===== config.mk =====
export PLATFORM = sky130hd
export DESIGN_NAME = exec_unit
export DESIGN_NICKNAME = d
export VERILOG_FILES = /design/src/rtl/exec_unit.sv
export SDC_FILE = /design/constraint.sdc
export NUM_CORES = 1
export LEC_CHECK = 0
export BUFFER_PORTS_ARGS = -buffer_cell sky130_fd_sc_hd__buf_2
export CORE_MARGIN = 10
export CORE_UTILIZATION = 65
export DETAILED_ROUTE_END_ITERATION = 6
export GPL_ROUTABILITY_DRIVEN = 0
export GPL_TIMING_DRIVEN = 0
export PLACE_DENSITY = 0.83
export SYNTH_ARGS = -nofsm -noshare
export SYNTH_HDL_FRONTEND = slang
export SYNTH_SLANG_ARGS = --single-unit

===== constraint.sdc =====
create_clock -name clk -period 18.57 [get_ports clk]
set_input_delay 5.571 -clock clk [delete_from_list [all_inputs] [get_ports clk]]
set_output_delay 5.571 -clock clk [all_outputs]
set_load 0.02 [all_outputs]

===== src/rtl/exec_unit.sv =====
// exec_unit: multi-cycle execute unit (register file, ALU, PSR flags)
// Ports: clk, reset (async, active-high); in_valid/in_ready/instr accept one
// instruction per handshake; done/err pulse on retire; result holds the last
// ALU value; flags = PSR {N,Z,F,L,C}; dbg_addr/dbg_data peek a register.
module exec_unit #(
  parameter int WIDTH   = 16,
  parameter int REGBITS = 4
) (
  input  logic               clk,
  input  logic               reset,
  input  logic               in_valid,
  output logic               in_ready,
  input  logic [15:0]        instr,
  output logic               done,
  output logic               err,
  output logic [WIDTH-1:0]   result,
  output logic [4:0]         flags,
  input  logic [REGBITS-1:0] dbg_addr,
  output logic [WIDTH-1:0]   dbg_data
);
  localparam int NREG = 2**REGBITS;
  typedef enum logic [1:0] {IDLE, EXEC, WB} state_t;
  state_t state, state_n;
  logic [WIDTH-1:0] regs [NREG];
  logic [15:0] ir;
  logic [3:0] op, ox, code;
  logic [REGBITS-1:0] rd, rs;
  logic [WIDTH-1:0] a, b, alu, sh_v, res_n, res_q;
  logic [WIDTH:0] sum, dif;
  logic [4:0] sh, fl_n, fl_q;
  logic [5:0] mag;
  logic ok, sx, is_lsh, add_v, sub_v, lt_s, we_n, we_q, err_n, err_q;
  assign op = ir[15:12];
  assign ox = ir[7:4];
  assign rd = ir[8 +: REGBITS];
  assign rs = ir[0 +: REGBITS];
  // register-type ops carry their code in opext; immediates reuse it as opcode
  assign code = op == 4'h0 ? ox : op;
  assign ok = code inside {4'h1, 4'h2, 4'h3, 4'h5, 4'h9, 4'hB, 4'hD};
  assign sx = code inside {4'h5, 4'h9, 4'hB, 4'hD};
  assign is_lsh = op == 4'h8 && ox == 4'h4;
  assign a = regs[rd];
  assign b = op == 4'h0 ? regs[rs] : sx ? WIDTH'($signed(ir[7:0])) : WIDTH'(ir[7:0]);
  assign sum = {1'b0, a} + {1'b0, b};
  assign dif = {1'b0, a} - {1'b0, b};
  assign add_v = a[WIDTH-1] == b[WIDTH-1] && sum[WIDTH-1] != a[WIDTH-1];
  assign sub_v = a[WIDTH-1] != b[WIDTH-1] && dif[WIDTH-1] != a[WIDTH-1];
  assign lt_s = $signed(a) < $signed(b);
  // shift amount is a signed 5-bit field: negative values shift right
  assign sh = regs[rs][4:0];
  assign mag = sh[4] ? 6'd32 - {1'b0, sh} : {1'b0, sh};
  assign sh_v = int'(mag) >= WIDTH ? '0 : sh[4] ? a >> mag : a << mag;
  assign alu = code == 4'h5 ? sum[WIDTH-1:0] :
               code == 4'h9 || code == 4'hB ? dif[WIDTH-1:0] :
               code == 4'h1 ? a & b :
               code == 4'h2 ? a | b :
               code == 4'h3 ? a ^ b : b;
  assign in_ready = state == IDLE;
  assign dbg_data = regs[dbg_addr];
  always_comb begin
    state_n = state == IDLE ? (in_valid ? EXEC : IDLE) : state == EXEC ? WB : IDLE;
    res_n = is_lsh ? sh_v : ok ? alu : result;
    we_n = is_lsh || (ok && code != 4'hB);
    err_n = !is_lsh && !ok;
    fl_n = flags;
    if (ok && code == 4'h5) fl_n = {flags[4:3], add_v, flags[1], sum[WIDTH]};
    if (ok && code == 4'h9) fl_n = {flags[4:3], sub_v, flags[1], dif[WIDTH]};
    if (ok && code == 4'hB) fl_n = {lt_s, a == b, flags[2], dif[WIDTH], flags[0]};
  end
  always_ff @(posedge clk or posedge reset) begin
    if (reset) begin
      state <= IDLE;
      ir <= '0;
      res_q <= '0;
      fl_q <= '0;
      we_q <= 1'b0;
      err_q <= 1'b0;
      done <= 1'b0;
      err <= 1'b0;
      result <= '0;
      flags <= '0;
      for (int i = 0; i < NREG; i++) regs[i] <= '0;
    end else begin
      state <= state_n;
      done <= state == WB;
      err <= state == WB && err_q;
      if (state == IDLE && in_valid) ir <= instr;
      if (state == EXEC) begin
        res_q <= res_n;
        fl_q <= fl_n;
        we_q <= we_n;
        err_q <= err_n;
      end
      if (state == WB) begin
        result <= res_q;
        flags <= fl_q;
        if (we_q) regs[rd] <= res_q;
      end
    end
  end
endmodule


==> impl_metrics.csv, run 1 <==
group,metric,value,unit
run_status,run_status,"complete, but fails checks",
run_status,failed_checks,"DRC",
drt,viasPerCell,7.96,
power,seq_power_share,0.303,
sta,fin_hold_ws,0.478,ns
clock_network,cts_hold_buf,0,
floorplanning,die_y,204,um
finish,multi_input_area,13200,sq um
critical_path,rrSetupSlack,11.90,ns
critical_path,r2r_cells,20,
run,maxCapViolations,0,
critical_path,path_delay_family,"buffers and inverters",
hold_path,hold_depth,1,
sta,tns,0,ns
critical_path,critical_path_buf_inv_count,4,
drt,final_antenna_net_count,0,
logic_synthesis,synth_edf_count,0,
logic_synthesis,synthArstFlopShare,1.00,
drt,drc,24,
sta,skew,0.0189,ns
drt,vias,18827,
global_route,grt_first_pass_wirelength,118000,um
sta,fin_crit_sh,0.803,
clock_network,root_buffer,"clkbuf_16",
finish,layout.nets,1961,
power,power.leakage,0.0107,uW
logic_synthesis,syn_inst,1785,
hold_path,hp-class,"register to register",
clock_network,clockBufferDepth,3,
critical_path,cp_slowest_stage_delay,1.07,ns
global_route,grt_pass1_vias,18860,
clock_network,clock_latency,0.55,ns
drt,drt_first_pass_iters,7,
logic_synthesis,syn_nets,1859,
global_route,grt_use_total,0.378,
critical_path,cp.depth,6,
sta,fmax,67.1,MHz
clock_network,numCtsBuffers,36,
clock_network,cts_sinks,320,
floorplanning,row_count,67,
logic_synthesis,synth_area,22100,sq um
sta,setup_viol,0,
logic_synthesis,yosysSeqAreaShare,0.362,
critical_path,crit_type,"input pin to output pin",
global_route,grt_overflow,0,
power,internal_power,2180,uW
sta,tightest_slew,1.47,ns
sta,rsz0062_at_grt,"false",
floorplanning,core-area,33500,sq um
logic_synthesis,ys_types,73,
critical_path,cp-end-kind,"output pin",
drt,wl_per_cell,33.6,um
critical_path,crit_top_cell,"clkbuf_1",
floorplanning,die-width,204,um
clock_network,tritoncts,"done",
global_route,grt_max_degree,125,
finish,final_common_cell,"dfrtp_1",
critical_path,crit_chain,"clkbuf_1 -> clkbuf_1 -> clkbuf_1 -> mux4_2 -> mux4_2 -> buf_2",
critical_path,cp_max_fo,10,
power,swShare,0.447,
sta,drv_slew,0,
floorplanning,fp.dieArea,41800,sq um
finish,final_cell_mix,"dfrtp_1, mux2_2, mux4_2",
floorplanning,start_util,0.660,
logic_synthesis,ys.flop_type,"dfrtp_1",
power,p_comb_frac,0.515,
logic_synthesis,yosys_warnings,0,
power,power_density,162,nW/um^2
place,place_hpwl,53600,um
finish,fillCellCount,2168,
critical_path,worstPathRequired,13.00,ns
finish,register_area,8010,sq um
drt,drt-initial-drc-count,3188,
clock_network,htreeDepth,2,
critical_path,start_kind,"input pin",
clock_network,post_cts_resized,0,
logic_synthesis,postSynthAreaPerCell,12.4,sq um
power,power_switching,1760,uW
logic_synthesis,ys_ff_latch,320,
drt,routed_wl,79500,um
finish,drive_gt1_frac,0.362,
clock_network,clkTransAtPathRegs,0.06,ns
finish,layout-area-overhead-vs-synth,9.72,%
critical_path,slowest_stage,"clkbuf_1",
sta,slew_headroom,0.0219,
sta,post-route-min-period,14.90,ns
sta,final_hold_viol_count,0,
clock_network,cts_setup_buffers,0,
critical_path,critPathArrivalTime,9.33,ns
global_route,grt_antenna_before_repair,4,
place,io_buffers,58,
floorplanning,io_pins,63,
power,irDropWorstVdd,0.0880,mV
power,p_clk_frac,0.182,
==> metrics by stage <==
stage | util | power, uW | instance area, sq um | setup slack (ns) | instances
after CTS | 0.723 | 3810 | 24200 | 3.88 | 2361
after floorplan | - | 2490 | 22100 | 4.14 | 1785
after global routing | 0.724 | 4050 | 24300 | 3.61 | 2362
after detailed placement | 0.689 | 3080 | 23100 | 3.90 | 2296
final | 0.724 | 3940 | 24300 | 3.67 | 2365
after global placement | 0.685 | 2990 | 23000 | 1.06 | 2291
==> layer usage <==
layer | global-route usage | routed length [um]
met4 | 0.260 | 7130
met1 | 0.449 | 25200
met2 | 0.545 | 33500
met3 | 0.168 | 13600
met5 | 0 | 25
==> power groups by stage <==
stage	Combinational (uW)	Sequential (uW)	Clock, uW
2_1_floorplan	1400	1090	0
3_3_place_gp	1860	1140	0
3_5_place_dp	1910	1170	0
4_1_cts	1930	1170	711
5_1_grt	2110	1200	742
6_report	2030	1190	717
==> kinds of logic after synthesis <==
logic type,Yosys count,synth area share
mux,556,0.402
simple gates,329,0.0662
flops,320,0.362
compound gates,296,0.0920
buf+inv,212,0.0402
fa+ha+maj,51,0.0295
xor+xnor,21,0.00865
==> cell usage after synthesis, types with 11 or more instances <==
cell,number,area share
dfrtp_1,320,0.36
mux2_2,279,0.14
mux4_2,236,0.24
nand2_1,150,0.025
clkbuf_1,101,0.017
nor2_1,78,0.013
o21ai_0,72,0.016
inv_1,58,0.0098
ha_1,49,0.028
a21oi_1,42,0.0095
mux2i_1,40,0.018
buf_2,26,0.0059
o211ai_1,21,0.0071
nor3_1,19,0.0043
a22oi_1,16,0.0054
nand3_1,16,0.0036
xnor2_1,15,0.0059
o221ai_1,14,0.0055
buf_1,13,0.0022
a221oi_1,11,0.0044
o2111ai_1,11,0.0044
==> registers in the layout (all words and copies together), names as in the netlist <==
signal and count:
done 1, err 1, err_q 1, fl_q 5, flags 5, ir 16, regs 256, res_q 16
result 16, state 2, we_q 1
==> path summary, 6_finish.rpt <==
check / endpoint / startpoint
worst max-delay path: dbg_data[0] / dbg_addr[1]
min in group asynchronous: regs[66]$_DFFE_PP0P_ / reset
max in group asynchronous: regs[204]$_DFFE_PP0P_ / reset
worst min register to register: err_q$_DFFE_PP0N_ / err_q$_DFFE_PP0N_
worst min-delay path: err_q$_DFFE_PP0N_ / err_q$_DFFE_PP0N_
worst max register to register: fl_q[2]$_DFFE_PP0N_ / ir[1]$_DFFE_PP0P_
==> final cells by class <==
class	instances	share of cell area
timing repair buffer	64	0.0167
tap	448	0.0231
inverter	60	0.00959
antenna	3	0.000309
clock buffer	55	0.0451
sequential	320	0.330
clock inverter	10	0.00284
multi-input combinational	1253	0.545
buffer	152	0.0274
No activity file was read; power rests on OpenSTA's default activity.
==> inputs of run 2 (changes only) <==
--- a/config.mk
+++ b/config.mk
@@ -7,11 +7,11 @@
 export LEC_CHECK = 0
 export BUFFER_PORTS_ARGS = -buffer_cell sky130_fd_sc_hd__buf_2
 export CORE_MARGIN = 10
-export CORE_UTILIZATION = 65
+export CORE_UTILIZATION = 58
 export DETAILED_ROUTE_END_ITERATION = 6
 export GPL_ROUTABILITY_DRIVEN = 0
 export GPL_TIMING_DRIVEN = 0
-export PLACE_DENSITY = 0.83
+export PLACE_DENSITY = 0.78
 export SYNTH_ARGS = -nofsm -noshare
 export SYNTH_HDL_FRONTEND = slang
 export SYNTH_SLANG_ARGS = --single-unit
==> constraint.sdc (replaced) <==
create_clock -name clk -period 12 [get_ports clk]
set_input_delay 3.6 -clock clk [delete_from_list [all_inputs] [get_ports clk]]
set_output_delay 3.6 -clock clk [all_outputs]
set_load 0.02 [all_outputs]
==> impl_metrics.csv, run 2 (synthesized netlist as in run 1, its figures left out) <==
group,metric,value,unit
run_status,run_status,"complete, but fails checks",
run_status,failed_checks,"DRC",
critical_path,startpoint,"dbg_addr[1]",
critical_path,critPathArrivalTime,7.34,ns
critical_path,r2r_start,"ir[1]$_DFFE_PP0P_",
sta,tns,0,ns
finish,final_cell_mix,"dfrtp_1, mux2_2, mux4_2",
critical_path,path_delay_family,"buffers and inverters",
drt,final_antenna_net_count,0,
clock_network,tritoncts,"done",
place,place_hpwl,54400,um
finish,layout-area-overhead-vs-synth,10.6,%
drt,drc,1,
sta,skew,0.0328,ns
global_route,grt_overflow,0,
global_route,grt_first_pass_wirelength,115000,um
critical_path,cp-end-kind,"output pin",
global_route,grt_pass1_vias,18179,
sta,rsz0062_at_grt,"false",
clock_network,htreeDepth,2,
floorplanning,start_util,0.587,
drt,drt_first_pass_iters,7,
floorplanning,die_y,215,um
drt,vias,18302,
clock_network,numCtsBuffers,36,
power,p_comb_frac,0.511,
floorplanning,die-width,215,um
sta,drv_slew,0,
run,maxCapViolations,0,
global_route,grt_antenna_before_repair,3,
floorplanning,io_pins,63,
sta,slew_headroom,0.0678,
hold_path,hp-class,"register to register",
sta,tightest_slew,1.40,ns
sta,final_hold_viol_count,0,
critical_path,worstPathRequired,8.40,ns
finish,top_register,"regs",
finish,final_area,24500,sq um
power,power_switching,2680,uW
critical_path,cp_slowest_stage_delay,0.99,ns
place,io_buffers,58,
power,power.leakage,0.0107,uW
clock_network,clockBufferDepth,3,
clock_network,cts_hold_buf,0,
clock_network,cts_setup_buffers,0,
finish,largest_reg_flops,256,
drt,routed_wl,77500,um
critical_path,slowest_stage,"clkbuf_1",
finish,layout.nets,1965,
power,internal_power,3420,uW
clock_network,clkTransAtPathRegs,0.06,ns
drt,drt-initial-drc-count,3372,
floorplanning,row_count,71,
power,irDropWorstVdd,0.168,mV
critical_path,crit_chain,"clkbuf_1 -> clkbuf_1 -> clkbuf_1 -> mux4_2 -> mux4_2 -> buf_2",
place,dpl_cell_area,23200,sq um
power,power_density,249,nW/um^2
sta,setup_viol,0,
critical_path,crit_type,"input pin to output pin",
drt,viasPerCell,7.54,
finish,final_common_cell,"dfrtp_1",
critical_path,crit_top_cell,"clkbuf_1",
clock_network,clock_latency,0.59,ns
global_route,grt_max_degree,43,
floorplanning,core-area,37700,sq um
critical_path,cp_max_fo,10,
sta,post-route-min-period,10.94,ns
sta,fin_crit_sh,0.912,
clock_network,cts_sinks,320,
clock_network,post_cts_resized,0,
drt,wl_per_cell,31.9,um
critical_path,start_kind,"input pin",
finish,drive_gt1_frac,0.362,
hold_path,hp-start,"fl_q[3]$_DFFE_PP0N_",
power,p_clk_frac,0.190,
sta,fmax,91.4,MHz
power,swShare,0.439,
clock_network,root_buffer,"clkbuf_16",
power,seq_power_share,0.299,
critical_path,critical_path_buf_inv_count,4,
floorplanning,fp.dieArea,46400,sq um
global_route,grt_use_total,0.328,
run 2: cell count changes in the layout (fill, tap and decap cells not counted), sizes merged:
cell,change
diode,-2
bufinv,+4
buf,+4
clkdlybuf4s18,-1
inv,-2
clkbuf,-5
clkinvlp,+1
run 2: power groups by stage:
stage               Sequential, uW  Clock, uW  Combinational, uW
floorplan                     1690          0               2160
global placement              1760          0               2900
detailed placement            1810          0               2970
CTS                           1800       1160               2990
global route                  1850       1210               3260
finish                        1830       1160               3120
run 2: path summary, 6_finish.rpt:
kind	end	slack [ns]	cells past startpoint
hold reg to reg	flags[3]$_DFFE_PP0P_	0.47	2
min in group asynchronous	regs[68]$_DFFE_PP0P_	3.15	2
setup reg to reg	fl_q[2]$_DFFE_PP0N_	5.43	17
hold / removal	flags[3]$_DFFE_PP0P_	0.47	2
max in group asynchronous	regs[125]$_DFFE_PP0P_	7.41	6
setup / recovery	dbg_data[15]	1.06	6
run 2: through the flow:
stage               cells  utilization  power [uW]  setup WS [ns]  hold slack, ns
floorplan            1785            -        3850           2.64           0.433
global placement     2354        0.612        4660           1.27           0.451
detailed placement   2363        0.617        4780           1.25           0.457
CTS                  2425        0.649        5950           1.25           0.472
global route         2426        0.649        6330           1.00           0.493
finish               2427        0.649        6100           1.06           0.473
run 2: final cells by class:
| class | count | area, sq um |
|---|---|---|
| Antenna cell | 1 | 2.50 |
| Buffer | 152 | 663 |
| Clock buffer | 49 | 1010 |
| Clock inverter | 13 | 203 |
| Fill cell | 2766 | 13200 |
| Inverter | 60 | 229 |
| Multi-Input combinational cell | 1253 | 13200 |
| Sequential cell | 320 | 8010 |
| Tap cell | 511 | 639 |
| Timing Repair Buffer | 68 | 470 |
run 2: per-layer routing:
metal | track usage | vias to the layer above | wire length, um
li1 | - | 7103 | -
met1 | 0.390 | 8985 | 25500
met2 | 0.484 | 1732 | 33500
met3 | 0.139 | 475 | 12500
met4 | 0.210 | 7 | 5940
met5 | 0.00966 | - | 98
run 2: worst min-delay path: stages (launching register included):
cell     delay [ns]
dfrtp_1        0.35
nand2_1        0.05
nand2_1        0.05
